===== config.mk =====
export PLATFORM = sky130hd
export DESIGN_NAME = sn74ls259s
export DESIGN_NICKNAME = d
export VERILOG_FILES = /design/src/rtl/sn74ls259s.sv
export SDC_FILE = /design/constraint.sdc
export NUM_CORES = 1
export LEC_CHECK = 0
export BUFFER_PORTS_ARGS = -buffer_cell sky130_fd_sc_hd__buf_2
export CAP_MARGIN = 25
export CORE_MARGIN = 3
export CORE_UTILIZATION = 40
export DETAILED_ROUTE_END_ITERATION = 10
export MAX_ROUTING_LAYER = met4
export PLACE_DENSITY = 0.66
export SYNTH_ARGS = -nofsm -noshare
export SYNTH_HDL_FRONTEND = slang
export SYNTH_SLANG_ARGS = --single-unit
export TNS_END_PERCENT = 5

===== constraint.sdc =====
create_clock -name clk -period 2.1 [get_ports clk]
set_clock_uncertainty 0.05 [all_clocks]
set_input_delay 0.105 -clock clk [delete_from_list [all_inputs] [get_ports clk]]
set_output_delay 0.105 -clock clk [all_outputs]
set_load 0.005 [all_outputs]

===== src/rtl/sn74ls259s.sv =====
// sn74ls259s: 8-bit addressable latch / 1-of-8 demultiplexer with an optional
// internal scan pointer that walks the address 0..7 and flags a complete frame.
//
// Build option: define SN74LS259S_SCAN_EN to enable the scan input, the scan
// pointer p and the frame-complete strobe f. With it undefined, scan is
// ignored, the address always comes from {c,b,a}, and p and f read 0.
//
// tCQ_min/tCQ_typ/tCQ_max record the device clock-to-output timing in ns.
// The RTL output itself is zero-delay; the values are only sanity-checked
// at elaboration so an inconsistent override is caught early.
module sn74ls259s #(
    parameter int tCQ_min = 0,
    parameter int tCQ_typ = 18,
    parameter int tCQ_max = 27
) (
    input  logic       clk,
    input  logic       clr,
    input  logic       g,
    input  logic       m,
    input  logic       d,
    input  logic       a,
    input  logic       b,
    input  logic       c,
    input  logic       scan,
    output logic [7:0] q,
    output logic       w,
    output logic       f,
    output logic [2:0] p
);

    // Reject a delay triple that is not ordered min <= typ <= max.
    if (!((tCQ_min <= tCQ_typ) && (tCQ_typ <= tCQ_max))) begin : g_bad_tcq
        $error("sn74ls259s: tCQ parameters must satisfy min <= typ <= max");
    end

    logic [2:0] sel;     // external address, c is the MSB
    logic [2:0] addr;    // effective address for writes and for w
    logic       scan_act;
    logic [7:0] q_nxt;

    assign sel = {c, b, a};

`ifdef SN74LS259S_SCAN_EN
    logic [2:0] p_r;
    logic       f_r;
    logic [2:0] p_nxt;
    logic       f_nxt;

    assign scan_act = scan;
    assign p        = p_r;
    assign f        = f_r;
`else
    // Scan feature absent: the input is accepted but has no effect.
    logic unused_scan;

    assign unused_scan = scan;
    assign scan_act    = 1'b0;
    assign p           = 3'b000;
    assign f           = 1'b0;
`endif

    // Select the address source: scan pointer while scanning, else {c,b,a}.
    always_comb begin
        addr = sel;
`ifdef SN74LS259S_SCAN_EN
        if (scan_act) begin
            addr = p_r;
        end
`endif
    end

    // Next latch contents: hold when g is high, otherwise latch or demux write.
    always_comb begin
        q_nxt = q;
        if (!g) begin
            if (m) begin
                q_nxt = 8'h00;
            end
            q_nxt[addr] = d;
        end
    end

`ifdef SN74LS259S_SCAN_EN
    // Next pointer and strobe: advance on every enabled scan write; the
    // strobe marks the write to the last slot of a frame for one cycle only.
    always_comb begin
        p_nxt = p_r;
        f_nxt = 1'b0;
        if (!g && scan_act) begin
            p_nxt = p_r + 3'd1;
            f_nxt = (p_r == 3'd7);
        end
    end

    // Pointer and strobe registers; clr restarts the frame with no strobe.
    always_ff @(posedge clk) begin
        if (clr) begin
            p_r <= 3'b000;
            f_r <= 1'b0;
        end else begin
            p_r <= p_nxt;
            f_r <= f_nxt;
        end
    end
`endif

    // Latch register; clr wins over every other input.
    always_ff @(posedge clk) begin
        if (clr) begin
            q <= 8'h00;
        end else begin
            q <= q_nxt;
        end
    end

    // w is the inverted latch bit at the currently effective address.
    always_comb begin
        w = ~q[addr];
    end

endmodule


**Word level (Yosys, flattened, before mapping)**

Index checks and enable logic that the tools add are counted.

- Output and inout bits: 13
- Bits in latches: 0
- Memories: 0
- Memory bits (writable): 0
- Bits in read-only memories: 0
- Flip-flop bits (word level): 8
- Word-level logic and storage cells: 12
- Input bits: 9

- Reductions and logical operators: 1
- Shift-type cells: 0
- Magnitude comparators: 2
- Multiplexer cells: 7
- Eq/ne operators: 0
- $add $sub $neg: 0
- Div/mod/pow operators: 0
- Bitwise gates (word level): 1
- Multiply operators: 0

Operator list:

| kind | number |
|---|---|
| $mux W8 | 2 |
| $bwmux W8 | 1 |
| $lt A3 B4 Y1 const B | 1 |
| $bmux W1 S3 | 1 |
| $demux W1 S3 | 1 |
| $ge A3 B1 Y1 const B | 1 |
| $mux W1 | 2 |
| $logic_and A1 B1 Y1 | 1 |
| $not A1 Y1 | 1 |

**Logic depth before layout (Yosys ltp)**

- Word-level depth: 5
- Mapped depth: 4
- Depth with buffers taken out: 3

**Worst setup path after synthesis**

OpenSTA, ideal clock, no wires.

- Path kind: register -> output
- Start: register q[2]
- End: output port w
- Stages on the path, launching flop included: 4
- Path slack: 966 ps
- Required time: 1945 ps
- Arrival: 979 ps
- Cells stage by stage: dfxtp_1 or3_2 o21ai_0 a211o_1

- Word-level cells in the longest chain between the ends: 3

RTL lines:

| item | line | RTL |
|---|---|---|
| start: declaration | 25 | `output logic [7:0] q,` |
| start signal: assignment | 112 | `q <= q_nxt;` |
| $bmux W1 S3 | 118 | `w = ~q[addr];` |
| $mux W1 (not written as such) | 118 |  |
| $not A1 Y1 | 118 |  |
| end: declaration | 26 | `output logic w,` |

Every way passes these cells. The select of a mux whose other input is x is not followed.

**Worst setup path after layout**

Ends and elaborated chain as after synthesis.

==> impl_metrics.toml <==
[placed_design]
place_ws_ns = 0.7954
placed_cells = 85
port-buffer-count = 16
post-dp-hpwl_um = 823.7
place_congestion = 0.8174

[clocking]
cts_resized = 0
cts_buffer_depth = 2
clk_pin_slew_ns = 0.06
cts_made_buffers = 3
cts_hold_buffers = 0
clockRootBuffer = "clkbuf_4"
insertion_delay_ns = 0.25
cts.sinks = 8
cts_htree_levels = 1
cts_tree = "yes"
postCtsSetupBuffers = 0

[die]
die_w_um = 42.12
ios = 22
num_rows = 12
initial_core_util_pct = 44.55
core_area_um2 = 1171
dieArea_um2 = 1774
die_h_um = 42.12

[layout]
reg.largest.list = "q x8"
nets = 85
layout-drive-gt1-share_pct = 32.43
insertedDiodeCount = 0
seq_area_um2 = 160.2
final_core_util_pct = 49.79
regMostFlops = "q"
areaGrowthSynthToFinish_pct = 11.75
largest_register_ffs = 8
layoutNonFillerInstCount = 88
multi_input_area_um2 = 302.8
fillers = 126

[min_path]
hold_path.startpoint = "clr"
hold_depth = 2
whs_endpoint = "q[6]"
hold_path.class = "in2reg"

[synth]
syn_area_um2 = 521.8
synth.most_common_cell = "dfxtp_1"
synthTopCellsByArea = "dfxtp_1, buf_4, a21oi_1"
ys_seq_area_share_pct = 30.70
yosysTopAreaCellShare_pct = 30.70
synthTopCellsByCount = "dfxtp_1, a21oi_1, nand2_1"
synth_edf_count = 0
synth.avg_cell_area_um2 = 8.696
syn_inst = 60
yosysUniqueCellTypes = 25
ys.flop_type = "dfxtp_1"
synth_top_cell_by_area = "dfxtp_1"
yosysWarningCount = 0
ys_ff_latch = 8
async_flop_share_pct = 0

[global_routing]
grt.overflow.total = 0
grt_usage_pct = 14.44
first_global_vias = 439
grt_pass1_wl_mm = 1.966
antenna_found_initial = 0
grt_max_degree = 15

[route]
drt_iter0_drc = 2
wl_per_cell_um = 13.03
ant_nets = 0
post-route-drc-count = 0
vias = 491
dr.pass1.iters = 4
wl_mm = 1.147
avgViaCountPerCell = 5.580

[power_and_ir_drop]
p_leak_nw = 0.2424
p_total_mw = 0.3298
powerDensity_nw_per_um2 = 565.6
vdd_drop_max_v = 0.0003242

[sta]
max_freq_mhz = 659.9
hold_violations = 0
slew_viol_final = 0
post-route-period-util_pct = 72.16
tns_ns = 0
fin_crit_ns = 1.515
grt_setup_unrepaired = "no"
worst_slack_ns = 0.5845
finalSetupViolCount = 0

[worst_setup_path]
cp_cell_sequence = "or3_2 -> o21ai_0 -> a211o_1 -> buf_2"
cpPeakStageDelay_ns = 0.46
rrSetupSlack_ns = 1.37
cp_max_fo = 3
timing.rr.start = "q[2]"
crit_family = "simple AND/OR/NAND/NOR gates"
worstSetupPathDepth = 4
worstReg2RegEnd = "q[2]"
cp-start-kind = "flop"
critPathSlowestCell = "or3_2"
crit_buf_inv = 1
worst_setup_path_end_kind = "output pin"
arrival_ns = 1.36
crit_type = "reg2out"
worstPathRequired_ns = 1.95
ff2ff_path_depth = 2

[flow_run]
max_cap_violations = 0

[outcome]
outcome = "complete, no violations"
layout by cell type (no fill, tap or decap), types with 2 or more instances in the layout:
cell type   n
buf_2      16
o211ai_1    3
nor2_1      2
mux2_2      2
a21oi_1     7
nand2b_1    3
dfxtp_1     8
o311ai_0    4
clkbuf_4    3
nor2b_1     2
conb_1      4
nand3_1     2
nand2_1     6
nor3b_1     2
kinds of logic (layout without fill, tap and decap cells):
logic type / count (synthesis) / in the layout / share of synthesized area, %
AOI/OAI and AO/OA: 19 / 19 / 25.18
muxes: 2 / 2 / 4.316
DFF: 8 / 8 / 30.69
other: 1 / 4 / 0.7187
and+or+nand+nor: 22 / 22 / 25.66
buffers and inverters: 8 / 19 / 13.43
metrics by stage:
stage	hold slack, ns	instance area [um2]
6_report	0.06852	583.1
5_1_grt	0.07568	583.1
4_1_cts	0.06889	583.1
3_5_place_dp	0.3411	560.5
3_3_place_gp	0.3397	560.5
2_1_floorplan	0.2410	533.0
area by class of cell:
cell class                 instances  share of cell area, %
tap                               14                  3.004
clock buffer                       3                  3.863
timing repair buffer              16                  13.73
multi-input combinational         47                  51.93
sequential                         8                  27.47
metal layers:
metal | up-vias | part of all wire [%] | track usage (%)
met2 | 22 | 47 | 20.99
met5 | - | 0 | -
met3 | 2 | 7.8 | 4.721
met4 | 0 | 0.52 | 5.590
met1 | 224 | 45 | 18.46
li1 | 243 | - | -
power breakdown:
group          total [mW]  switching [mW]  internal, mW
Clock               0.121          0.0550        0.0656
Sequential          0.156         0.00167         0.155
Combinational      0.0530          0.0309        0.0221
Total               0.330          0.0876         0.242
worst max-delay path by stage:
stage          end  startpoint
4_1_cts          w        q[2]
5_1_grt          w        q[2]
2_1_floorplan    w        q[2]
3_5_place_dp     w           c
6_report         w        q[2]
3_3_place_gp     w           c
worst reg2reg max path, cell delays in order (launching register included):
cell      delay (ns)
dfxtp_1         0.34
o311ai_0        0.13
a21oi_1         0.14
No activity file was read; power rests on OpenSTA's default activity.
